--- src/rtl/ceespu_branch_update_ctrl.sv ---
`default_nettype none
// ============================================================================
// Module   : ceespu_branch_update_ctrl
// Purpose  : Buffers resolved conditional branches and trains the gshare
//            pattern table one entry per cycle, strictly in order, whenever
//            the table is free. Also emits a registered mispredict pulse.
// Options  : BP_UPDATE_STATS_EN adds saturating branch/mispredict counters.
// Revision : 1.0 - initial release
// ============================================================================
module ceespu_branch_update_ctrl #(
    parameter int DEPTH_LOG2 = 2,
    parameter int ADDR_W     = 14
) (
    input  logic              clk,
    input  logic              rst_n,
    input  logic              resolve_valid,
    output logic              resolve_ready,
    input  logic [ADDR_W-1:0] resolve_addr,
    input  logic [1:0]        resolve_state,
    input  logic              resolve_taken,
    input  logic              resolve_predicted,
    input  logic              upd_ready,
    output logic              update_table,
    output logic [ADDR_W-1:0] branch_address,
    output logic [1:0]        branch_prediction_state,
    output logic              branch_taken,
    output logic              mispredict,
    output logic              queue_empty
`ifdef BP_UPDATE_STATS_EN
    ,
    output logic [31:0]       stat_branches,
    output logic [31:0]       stat_mispredicts
`endif
);

    localparam int unsigned            c_DEPTH_INT = 1 << DEPTH_LOG2;
    localparam int                     c_ENTRY_W   = ADDR_W + 3;
    localparam logic [DEPTH_LOG2:0]    c_DEPTH     = (DEPTH_LOG2+1)'(c_DEPTH_INT);
    localparam logic [DEPTH_LOG2:0]    c_CNT_ONE   = (DEPTH_LOG2+1)'(1);
    localparam logic [DEPTH_LOG2:0]    c_CNT_ZERO  = '0;
    localparam logic [DEPTH_LOG2-1:0]  c_PTR_ONE   = DEPTH_LOG2'(1);

    typedef enum logic [1:0] {
        S_IDLE  = 2'd0,
        S_DRAIN = 2'd1,
        S_BLOCK = 2'd2
    } state_t;

    logic [c_ENTRY_W-1:0]  r_mem [c_DEPTH_INT];
    logic [DEPTH_LOG2-1:0] r_wr_ptr;
    logic [DEPTH_LOG2-1:0] r_rd_ptr;
    logic [DEPTH_LOG2:0]   r_count;
    logic                  r_queue_empty;

    logic                  r_update_table;
    logic [ADDR_W-1:0]     r_branch_address;
    logic [1:0]            r_branch_state;
    logic                  r_branch_taken;
    logic                  r_mispredict;

    state_t                r_state;
    state_t                w_state_next;

    logic                  w_enq;
    logic                  w_deq;
    logic [DEPTH_LOG2:0]   w_count_next;
    logic [c_ENTRY_W-1:0]  w_entry_in;
    logic [c_ENTRY_W-1:0]  w_head;

    // Ready depends only on the registered count, so a full FIFO cannot
    // accept in the same cycle it drains.
    assign resolve_ready = (r_count != c_DEPTH);
    assign w_enq         = resolve_valid & resolve_ready;
    assign w_deq         = (r_count != c_CNT_ZERO) & upd_ready;
    assign w_entry_in    = {resolve_addr, resolve_state, resolve_taken};
    assign w_head        = r_mem[r_rd_ptr];

    always_comb begin
        w_count_next = r_count;
        case ({w_enq, w_deq})
            2'b10:   w_count_next = r_count + c_CNT_ONE;
            2'b01:   w_count_next = r_count - c_CNT_ONE;
            default: w_count_next = r_count;
        endcase
    end

    // Storage needs no reset: only entries behind the write pointer are read.
    always_ff @(posedge clk) begin
        if (w_enq) begin
            r_mem[r_wr_ptr] <= w_entry_in;
        end
    end

    always_ff @(posedge clk or negedge rst_n) begin
        if (!rst_n) begin
            r_wr_ptr      <= '0;
            r_rd_ptr      <= '0;
            r_count       <= '0;
            r_queue_empty <= 1'b1;
        end else begin
            if (w_enq) begin
                r_wr_ptr <= r_wr_ptr + c_PTR_ONE;
            end
            if (w_deq) begin
                r_rd_ptr <= r_rd_ptr + c_PTR_ONE;
            end
            r_count       <= w_count_next;
            r_queue_empty <= (w_count_next == c_CNT_ZERO);
        end
    end

    always_ff @(posedge clk or negedge rst_n) begin
        if (!rst_n) begin
            r_update_table   <= 1'b0;
            r_branch_address <= '0;
            r_branch_state   <= 2'b00;
            r_branch_taken   <= 1'b0;
            r_mispredict     <= 1'b0;
        end else begin
            r_update_table <= w_deq;
            if (w_deq) begin
                {r_branch_address, r_branch_state, r_branch_taken} <= w_head;
            end
            r_mispredict <= w_enq & (resolve_taken ^ resolve_predicted);
        end
    end

    // Status FSM: tracks whether the queue is idle, draining or stalled.
    always_ff @(posedge clk or negedge rst_n) begin
        if (!rst_n) begin
            r_state <= S_IDLE;
        end else begin
            r_state <= w_state_next;
        end
    end

    always_comb begin
        w_state_next = r_state;
        case (r_state)
            S_IDLE: begin
                if (w_enq) begin
                    w_state_next = S_DRAIN;
                end
            end
            S_DRAIN: begin
                if (w_count_next == c_CNT_ZERO) begin
                    w_state_next = S_IDLE;
                end else if (!upd_ready) begin
                    w_state_next = S_BLOCK;
                end
            end
            S_BLOCK: begin
                if (upd_ready) begin
                    w_state_next = (w_count_next == c_CNT_ZERO) ? S_IDLE : S_DRAIN;
                end
            end
            default: w_state_next = S_IDLE;
        endcase
    end

    assign update_table            = r_update_table;
    assign branch_address          = r_branch_address;
    assign branch_prediction_state = r_branch_state;
    assign branch_taken            = r_branch_taken;
    assign mispredict              = r_mispredict;
    assign queue_empty             = r_queue_empty;

`ifdef BP_UPDATE_STATS_EN
    logic [31:0] r_stat_branches;
    logic [31:0] r_stat_mispredicts;

    always_ff @(posedge clk or negedge rst_n) begin
        if (!rst_n) begin
            r_stat_branches    <= '0;
            r_stat_mispredicts <= '0;
        end else begin
            if (w_enq && (r_stat_branches != 32'hFFFF_FFFF)) begin
                r_stat_branches <= r_stat_branches + 32'd1;
            end
            if (r_mispredict && (r_stat_mispredicts != 32'hFFFF_FFFF)) begin
                r_stat_mispredicts <= r_stat_mispredicts + 32'd1;
            end
        end
    end

    assign stat_branches    = r_stat_branches;
    assign stat_mispredicts = r_stat_mispredicts;
`endif

    a_count_bound: assert property (@(posedge clk) disable iff (!rst_n) r_count <= c_DEPTH);
    a_empty_flag:  assert property (@(posedge clk) disable iff (!rst_n) r_queue_empty == (r_count == c_CNT_ZERO));

endmodule
`default_nettype wire

--- config.mk ---
export PLATFORM = sky130hd
export DESIGN_NAME = ceespu_branch_update_ctrl
export DESIGN_NICKNAME = d
export VERILOG_FILES = /design/src/rtl/ceespu_branch_update_ctrl.sv
export SDC_FILE = /design/constraint.sdc
export NUM_CORES = 1
export LEC_CHECK = 0
export BUFFER_PORTS_ARGS = -buffer_cell sky130_fd_sc_hd__buf_2
export CAP_MARGIN = 20
export CORE_ASPECT_RATIO = 1.4
export CORE_UTILIZATION = 55
export DETAILED_ROUTE_END_ITERATION = 6
export GPL_TIMING_DRIVEN = 0
export PLACE_DENSITY = 0.86
export REMOVE_ABC_BUFFERS = 1
export SLEW_MARGIN = 20
export SYNTH_ARGS = -nofsm -noshare
export SYNTH_HDL_FRONTEND = slang
export SYNTH_SLANG_ARGS = --single-unit
--- constraint.sdc ---
create_clock -name clk -period 3.2 [get_ports clk]
set_input_delay 0.16 -clock clk [delete_from_list [all_inputs] [get_ports clk]]
set_output_delay 0.16 -clock clk [all_outputs]
set_load 0.01 [all_outputs]
## Yosys cells after proc, flatten, opt, wreduce, memory -nomap -nowiden

Memory sizes are Yosys's and may differ from the RTL's. A register that Yosys moved wholly into a read port is not among the register bits.
Index checks and enable logic that the tools add are counted.

- $add $sub $neg: 4
- Eq/ne operators: 3
- Multiplexer cells: 3
- Bitwise gates (word level): 4
- Reduce and logical (&&, ||, !) cells: 3

Operator list:

| operator | number |
|---|---|
| 3-bit one-hot mux with 2 select lines | 1 |
| 2-bit by 1-bit adder with 2-bit output, second input constant | 2 |
| 3-bit by 1-bit adder with 3-bit output, second input constant | 1 |
| 1-bit bitwise AND | 3 |
| 3-bit logical NOT | 1 |
| 3-bit inequality test, second input constant | 1 |
| 3-bit nonzero test | 1 |
| 3-bit by 1-bit subtractor with 3-bit output, second input constant | 1 |
| 2-bit by 1-bit equality test with 1-bit output, second input constant | 1 |
| 2-bit equality test, second input constant | 1 |
| 1-bit 2-to-1 mux | 2 |
| 1-bit logical NOT | 1 |
| 1-bit XOR | 1 |

- Flip-flop bits (word level): 10
- Memory bits (writable): 68
- Bits of input ports: 22
- Output and inout port bits: 21
- Memories: 1

Memories:

| memory | depth | width | read ports | clocked after memory_dff | write ports | line | RTL |
|---|---|---|---|---|---|---|---|
| r_mem | 4 | 17 | 1 | 1 | 1 | 49 | `logic [c_ENTRY_W-1:0] r_mem [c_DEPTH_INT];` |

## Logic depth before layout (Yosys ltp)

Gate-level depths: netlist (run 1).

- Depth in word-level cells: 5
- Gate-level depth with buffers: 9
- Mapped depth without buffers: 9

## Worst setup path after synthesis (run 1)

OpenSTA, ideal clock, no wires.

- Kind: flip-flop to flip-flop
- Start point: register r_count[0]
- End point: register r_count[2]
- Setup time: 127 ps
- Data arrival time: 2291 ps
- Data required time: 3073 ps
- Setup slack: 781 ps
- Stages on the path, launching flop included: 10
- Buffers on the path: 0
- Cells stage by stage: dfrtp_1 > or3b_4 > and2_4 > inv_1 > ha_1 > inv_1 > fa_1 > xor2_1 > o21a_1 > or2_2

- Cells in the longest elaborated chain, start to end: 4

RTL lines:

| element | line | RTL |
|---|---|---|
| start, declared | 52 | `logic [DEPTH_LOG2:0] r_count;` |
| start signal, assigned | 107 | `r_count <= w_count_next;` |
| 3-bit inequality test (*) | 72 | `assign resolve_ready = (r_count != c_DEPTH);` |
| via resolve_ready | 17 | `output logic resolve_ready,` |
| 1-bit bitwise AND (*) | 73 | `assign w_enq = resolve_valid & resolve_ready;` |
| 2-bit by 1-bit equality test with 1-bit output / 2-bit equality test (equally long branches) | 80 | `case ({w_enq, w_deq})` |
| 3-bit one-hot mux with 2 select lines (*) | 80 |  |
| via w_count_next[2] | 66 | `logic [DEPTH_LOG2:0] w_count_next;` |

The timed path passes the listed nets; every way through them passes the cells marked *.
A chain may end at the register's enable or synchronous reset.

## Worst setup path in the final report (run 1)

- Start point: register r_count[0]
- End point: register r_count[2]

- Cells in the longest elaborated chain, start to end: 4

RTL lines:

| element | line |
|---|---|
| 3-bit inequality test / 3-bit nonzero test (equally long branches) | 72, 74 |
| 1-bit bitwise AND, on equally long branches | 73, 74 |
| 2-bit by 1-bit equality test with 1-bit output / 2-bit equality test (equally long branches) | 80 |
| 3-bit one-hot mux with 2 select lines (*) | 80 |
| via w_count_next[2] | 66 |

Marks and branches as above.

==> results of run 1 <==
## sequential cells by signal (all words and copies together) (netlist names)
name,flops
mispredict,1
branch_taken,1
branch_prediction_state,2
update_table,1
r_rd_ptr,2
r_count,3
r_mem,68
queue_empty,1
r_wr_ptr,2
branch_address,14
## routing by layer
metal	share of wire, %	routed length, µm	up-vias
met5	0	0	-
met4	1.4	79	0
met3	3.8	223	5
met2	54	3142	46
met1	41	2399	929
li1	-	-	839
## power by group
| group | switching (W) | internal [W] | total (W) |
|---|---|---|---|
| registers | 0.000244 | 0.00168 | 0.00192 |
| logic | 0.000483 | 0.000494 | 0.000977 |
| clock network | 0.000382 | 0.000435 | 0.000817 |
## area by class of cell
cell class                 instances  area (µm²)
clock buffer                      11       131.4
clock inverter                     5       72.57
fill                             444        2197
inverter                           7       26.28
multi-input combinational         95       838.3
sequential                        95        2720
tap                               72       90.09
timing repair buffer              43       220.2
## path summary, 6_finish.rpt
path / startpoint / to / slack, ps / cells past startpoint
worst min-delay path: resolve_addr[11] / r_mem[0][14]$_DFFE_PP_ / 30 / 1
worst max register to register: r_count[0]$_DFF_PN0_ / r_count[2]$_DFF_PN0_ / 210 / 8
max in group asynchronous: rst_n / r_rd_ptr[0]$_DFFE_PN0P_ / 2390 / 2
worst min register to register: branch_prediction_state[1]$_DFFE_PN0P_ / branch_prediction_state[1]$_DFFE_PN0P_ / 470 / 2
min in group asynchronous: rst_n / r_count[0]$_DFF_PN0_ / 360 / 2
worst max-delay path: r_count[0]$_DFF_PN0_ / r_count[2]$_DFF_PN0_ / 210 / 8
## logic make-up after synthesis
kind of cell	share of synthesized area, %
adders and majority gates	2.282
muxes	11.27
AOI/OAI and AO/OA	0.7954
and+or+nand+nor	7.365
DFF	75.14
buffers and inverters	1.694
xor gates and xnor gates	1.452
## what timing repair did
item	CTS	global route
setup buffers	0	0
hold buffers	1	0
hold endpoints to repair	26	0
## metrics by stage
step	setup slack (ps)	power (W)	instances	util, %
after floorplan	780.8	0.002592	197	-
after global placement	295.0	0.002884	311	61.69
after detailed placement	208.4	0.002938	311	61.71
after CTS	152.0	0.003751	328	65.10
after global routing	20.34	0.003924	328	65.10
final	209.2	0.003716	328	65.10
## synth_stat cells (all sizes together)
library cell	n	share of area, %
and2	1	0.24
nand2	52	5.4
or3b	1	0.31
edfxtp	68	56
buf	6	0.97
o31ai	1	0.59
mux2	1	0.41
mux2i	1	0.28
nor3	1	0.14
xor2	1	0.24
nor2	1	0.10
inv	7	0.73
mux4	17	11
xnor2	5	1.2
or2	1	0.17
nor4	1	0.17
dfrtp	26	18
o21a	1	0.21
dfstp	1	0.73
ha	5	1.7
and3	4	0.83
fa	1	0.55
==> flow_summary.ini, run 1 <==
[setup_path]
worst-path-buf-inv = 2
worstPathMaxFanout = 20
crit_chain = o31ai_4 -> inv_2 -> ha_1 -> inv_1 -> fa_1 -> xor2_1 -> o21a_1 -> or2_2
cp.required_ps = 3430
critPathArrivalTime_ps = 3220
critPathSlowestCell = o31ai_4
crit_path_end_kind = register
crit_family = compound AO/OA/AOI/OAI gates
critical_path_class = reg -> reg
worstSetupStartpointType = register
max_stage_delay_ps = 850

[global_routing]
antenna_found_initial = 0
use_met2_pct = 31.44
met3_usage_pct = 5.676
grt_pass1_wl_mm = 9.294
grt_max_degree = 28
busiest_layer = met2
track_usage_pct = 18.86
grt_remaining_overflow = 0
grt_pass1_vias = 1867
grt_use_met1_pct = 23.01

[cells_and_area]
layout_commonest_cell = edfxtp_1
drive_above_1_share_pct = 32.42
final_cell_mix = edfxtp_1, nand2_1, buf_2
synthToLayoutAreaGrowth_pct = 13.28
antenna_cells = 0
fin_area_um2 = 4099
nNetsFinal = 279

[min_path]
min_path_type = in -> reg

[placed_design]
place.port_buffers = 42
hpwl_mm = 3.511
gp_congestion = 0.7435
postPlaceCellArea_um2 = 3885

[clock_network]
cts_buffers = 9
clk_pin_slew_ps = 80
insertion_delay_ps = 340
cts.repair.resized = 0
cts.sinks = 95
cts_tree = built
clock_path_buffers = 2
root_buffer = clkbuf_8
htreeDepth = 3

[power]
leakage_nw = 1.636
max-vdd-ir-drop_mv = 0.4239
power_density_nw_per_um2 = 906.6

[drt]
wl_per_cell_um = 17.82
drc = 10
drt-pass1-iter-count = 6
drt_iter0_drc = 64
vias_per_cell = 5.546
detail-route-antenna-nets = 0
wl_mm = 5.844
vias = 1819

[sta]
setup_tns_ps = 0
finClkSkew_ps = 7.320
hold_viol = 0
slew_viol_final = 0
grt_setup_unrepaired = false
worst_pin_slew_ps = 948.9
setup_viol = 0
period_minus_slack_ps = 2991
relSlewSlack_pct = 36.74
fmax_mhz = 334.4
holdWs_ps = 27.36
min_period_over_period_pct = 93.46

[floorplan]
initial_core_util_pct = 57.47
boundaryPins = 43
die_area_um2 = 6912
core-area_um2 = 6296
die_x_um = 70.55
fp.dieH_um = 97.97
rows = 34

[synth]
ys_seq_elements = 95
synthCells = 203
avgSynthCellArea_um2 = 17.82
yosysUniqueCellTypes = 24
yosys_warnings = 0
syn_area_um2 = 3618
yosysSeqAreaShare_pct = 75.14

[status]
outcome = finished with violations
violations = DRC

[run]
maxCapViolCount = 0
(Power assumes the default switching activity.)
==> run 2: changes to the inputs <==
SLEW_MARGIN = default   (was 20)
clock period = 2.8 ns   (was 3.2 ns; I/O delays follow)
==> flow_summary.ini, run 2 (synthesized netlist as in run 1, its figures left out) <==
[drt]
drc = 11
detail-route-antenna-nets = 0
wl_per_cell_um = 17.17
drt-pass1-iter-count = 6
wl_mm = 5.736
vias_per_cell = 5.521
vias = 1844
drt_iter0_drc = 105

[min_path]
min_path_type = in -> reg
min_from = resolve_addr[7]
min_path_cells = 1
whs_endpoint = r_mem[1][10]$_DFFE_PP_

[setup_path]
worst-path-buf-inv = 2
crit-reg2reg-launch = r_count[0]$_DFF_PN0_
reg2reg_to = r_count[2]$_DFF_PN0_
worstPathMaxFanout = 6
r2r_cells = 9
worstSetupStartpointType = register
critPathSlowestCell = dfrtp_1
cp_common_cell = inv_1
critical_path_class = reg -> reg
max_stage_delay_ps = 460
worstSetupStartpoint = r_count[0]$_DFF_PN0_
crit_family = simple AND/OR/NAND/NOR gates
cp.required_ps = 3040
rrSetupSlack_ps = 270
crit_path_end_kind = register
critPathArrivalTime_ps = 2770
crit_chain = or3b_4 -> and2_4 -> inv_1 -> ha_1 -> inv_1 -> fa_1 -> xor2_1 -> o21a_1 -> or2_2

[global_routing]
antenna_found_initial = 0
grt_pass1_vias = 1887
grt_remaining_overflow = 0
grt_max_degree = 28
grt_pass1_wl_mm = 9.059
track_usage_pct = 18.27

[floorplan]
rows = 34
die_area_um2 = 6912
initial_core_util_pct = 57.47
boundaryPins = 43
die_x_um = 70.55
core-area_um2 = 6296
fp.dieH_um = 97.97

[sta]
relSlewSlack_pct = 44.72
min_period_over_period_pct = 90.52
worst_pin_slew_ps = 829.2
finClkSkew_ps = 9.679
grt_setup_unrepaired = false
fmax_mhz = 394.5
setup_viol = 0
holdWs_ps = 7.987
hold_viol = 0
period_minus_slack_ps = 2535
slew_viol_final = 0

[power]
p_total_w = 0.004287
max-vdd-ir-drop_mv = 0.6566
leakage_nw = 1.671
power_density_nw_per_um2 = 1027

[clock_network]
clk_pin_slew_ps = 90
clock_path_buffers = 2
cts_buffers = 9
htreeDepth = 3
insertion_delay_ps = 340
cts_tree = built
root_buffer = clkbuf_8
cts.sinks = 95

[cells_and_area]
layout.cells.non_filler = 334
antenna_cells = 0
multi_input_area_um2 = 838.3
layout_commonest_cell = edfxtp_1
fillCellCount = 440
final_cell_mix = edfxtp_1, nand2_1, buf_2
drive_above_1_share_pct = 32.06
synthToLayoutAreaGrowth_pct = 15.32
fin_util_pct = 66.28
nNetsFinal = 285
regMostFlops = r_mem
ff_latch_area_um2 = 2719
largest_register_ffs = 68

[placed_design]
place.port_buffers = 42
hpwl_mm = 3.579
gp_congestion = 0.7435
placed_cells = 312

[run]
maxCapViolCount = 0

[status]
outcome = finished with violations
violations = DRC
[run 2: metal layers]
layer  vias to the layer above  share of wire, %  global-route usage (%)
met1                       941                41                   22.01
li1                        850                 -                       -
met5                         -                 0                       0
met2                        45                54                   31.89
met3                         8               3.5                   4.334
met4                         0               1.7                   7.077
[run 2: worst max path at each step]
stage / endpoint / slack [ps] / cells after the start
5_1_grt: queue_empty$_DFF_PN1_ / 150 / 9
4_1_cts: r_count[2]$_DFF_PN0_ / 260 / 9
2_1_floorplan: r_count[2]$_DFF_PN0_ / 380 / 9
3_5_place_dp: r_count[2]$_DFF_PN0_ / -180 / 8
6_report: r_count[2]$_DFF_PN0_ / 270 / 9
3_3_place_gp: r_count[2]$_DFF_PN0_ / -100 / 8
[run 2: cell type report]
class / count / area share, %
Sequential cell: 95 / 65.16
Multi-Input combinational cell: 95 / 20.09
Timing Repair Buffer: 49 / 7.076
Clock buffer: 11 / 3.148
Tap cell: 72 / 2.159
Clock inverter: 5 / 1.739
Inverter: 7 / 0.6297
[run 2: per-stage QoR]
step / cell area (µm²) / TNS [ps] / worst slack [ps]
finish: 4173 / 0 / 265.5
global route: 4173 / 0 / 153.0
CTS: 4143 / 0 / 257.6
detailed placement: 3911 / -370.1 / -181.6
global placement: 3884 / -182.2 / -105.0
floorplan: 3583 / 0 / 380.8
[run 2: repair_timing]
item	4_1_cts	5_1_grt
buffers inserted	1	0
resized for setup	0	0
setup endpoints to repair	3	0
endpoints found under the hold margin	30	8
hold buffers	2	3
[run 2: report_power, final]
group / leakage, nW / switching, W / internal (W) / total [W]
Combinational: 0.620 / 0.000595 / 0.000611 / 0.00121
Clock: 0.102 / 0.000431 / 0.000497 / 0.000928
Sequential: 0.949 / 0.000234 / 0.00192 / 0.00215
==> run 3: changes to the inputs <==
CORE_UTILIZATION = 51   (was 55)
PLACE_DENSITY = 0.84   (was 0.86)
SKIP_CTS_REPAIR_TIMING = 1   (was default)
SLEW_MARGIN = 20   (was default)
clock period = 2.11 ns   (was 2.8 ns; I/O delays follow)
==> flow_summary.ini, run 3 (synthesized netlist as in run 1, its figures left out) <==
[placed_design]
place.port_buffers = 42
gp_congestion = 0.7341
pre_cts_slack_ps = -888.2
placed_cells = 334
postPlaceCellArea_um2 = 3914
hpwl_mm = 3.529

[floorplan]
core-area_um2 = 6892
die_area_um2 = 7441
die_x_um = 73.19
fp.dieH_um = 101.7
boundaryPins = 43
rows = 36
initial_core_util_pct = 52.51

[setup_path]
crit_path_end_kind = register
rrSetupSlack_ps = -280
crit_end = r_count[2]$_DFF_PN0_
max_stage_delay_ps = 430
critPathArrivalTime_ps = 2630
r2r_cells = 9
worstPathMaxFanout = 3
critPathSlowestCell = dfrtp_1
worstSetupStartpointType = register
critical_path_class = reg -> reg
crit-reg2reg-launch = r_count[1]$_DFF_PN0_
crit_chain = or3b_4 -> and2_4 -> inv_4 -> ha_4 -> inv_2 -> fa_2 -> xor2_2 -> o21a_1 -> or2_4
reg2reg_to = r_count[2]$_DFF_PN0_
cp.required_ps = 2360
worstSetupStartpoint = r_count[1]$_DFF_PN0_

[sta]
fmax_mhz = 418.7
relSlewSlack_pct = 43.39
min_period_over_period_pct = 113.2
hold_viol = 0
worst_pin_slew_ps = 849.1
setup_viol = 2
slew_viol_final = 0
holdWs_ps = 34.20
finClkSkew_ps = 11.46
fin_ws_ps = -278.5
grt_setup_unrepaired = true
period_minus_slack_ps = 2388

[cells_and_area]
drive_above_1_share_pct = 35.36
synthToLayoutAreaGrowth_pct = 20.71
layout_commonest_cell = edfxtp_1
final_cell_mix = edfxtp_1, nand2_1, buf_2
largest_register_ffs = 68
fin_area_um2 = 4368
regMostFlops = r_mem
multi_input_area_um2 = 874.6
nNetsFinal = 303
layout.cells.non_filler = 375
antenna_cells = 0
ff_latch_area_um2 = 2723
fillCellCount = 503

[power]
leakage_nw = 1.727
max-vdd-ir-drop_mv = 0.7322
switchingPower_w = 0.001773
intPower_w = 0.003934
p_seq_share_pct = 51.2
sw_frac_of_total_pct = 31.07
power_density_nw_per_um2 = 1307
comb_power_share_pct = 29.8
clockPowerShare_pct = 19.0

[status]
outcome = finished with violations
violations = setup timing

[global_routing]
track_usage_pct = 17.75
grt_remaining_overflow = 0
grt_max_degree = 28
grt_pass1_vias = 1817
antenna_found_initial = 0
grt_pass1_wl_mm = 9.128

[clock_network]
cts.sinks = 95
clock_path_buffers = 2
htreeDepth = 3
cts_buffers = 9
insertion_delay_ps = 360
clk_pin_slew_ps = 80
cts_tree = built
root_buffer = clkbuf_8

[drt]
vias = 1864
drt-pass1-iter-count = 4
vias_per_cell = 4.971
wl_per_cell_um = 16.72
drt_iter0_drc = 109
detail-route-antenna-nets = 0
wl_mm = 6.271
drc = 0

[run]
maxCapViolCount = 0

[min_path]
min_path_type = in -> reg
run 3: cell count changes in the layout (fill, tap and decap cells not counted), moves of 2 or more:
cell and change:
buf_4 +6, bufinv_16 -2, clkbuf_1 +2, clkinv_1 -2, dfrtp_1 -3, dfrtp_2 +3
dlygate4sd3_1 +13, inv_1 -2, inv_4 +2
run 3: metrics by stage:
stage	TNS [ps]	utilization [%]	total power (W)
finish	-537.7	63.38	0.005708
global route	-690.4	63.38	0.006035
CTS	-3061	59.37	0.005551
detailed placement	-2939	56.79	0.004472
global placement	-2537	56.77	0.004391
floorplan	-642.8	-	0.003931
run 3: power by group through the flow:
stage	logic [W]	clock network [W]	registers, W
after detailed placement	0.00150	0	0.00298
after global routing	0.00186	0.00118	0.00300
final	0.00170	0.00108	0.00292
after global placement	0.00145	0	0.00294
after floorplan	0.000974	0	0.00296
after CTS	0.00150	0.00111	0.00294
run 3: worst min-delay path by stage:
stage               cells past startpoint                       endpoint  slack (ps)               from
global route                            3           mispredict$_DFF_PN0_          30  resolve_predicted
detailed placement                      1           mispredict$_DFF_PN0_         160              rst_n
finish                                  3           mispredict$_DFF_PN0_          30  resolve_predicted
floorplan                               0  branch_address[0]$_DFFE_PN0P_        -190              rst_n
CTS                                     1         update_table$_DFF_PN0_        -230              rst_n
global placement                        1           r_count[2]$_DFF_PN0_         150              rst_n
run 3: per-layer routing:
layer / GRT usage (%) / part of all wire (%)
met1: 21.39 / 41
met5: 0 / 0
met4: 8.446 / 2.5
met2: 29.56 / 54
met3: 4.776 / 2.9
run 3: critical path: cells and delay by family (launching register included):
family	cells	cell delay, ps
AOI/OAI and AO/OA	1	220
DFF	1	430
adders and majority gates	2	530
buffers and inverters	2	100
and+or+nand+nor	3	800
xor gates and xnor gates	1	200
run 3: final cells by class:
type | instances | share of cell area (%)
clock buffers | 14 | 3.753
multi-input cells | 95 | 20.02
flip-flops and latches | 95 | 62.33
inverters | 7 | 0.7161
repair buffers | 67 | 10.14
clock inverters | 2 | 0.3151
well taps | 95 | 2.721
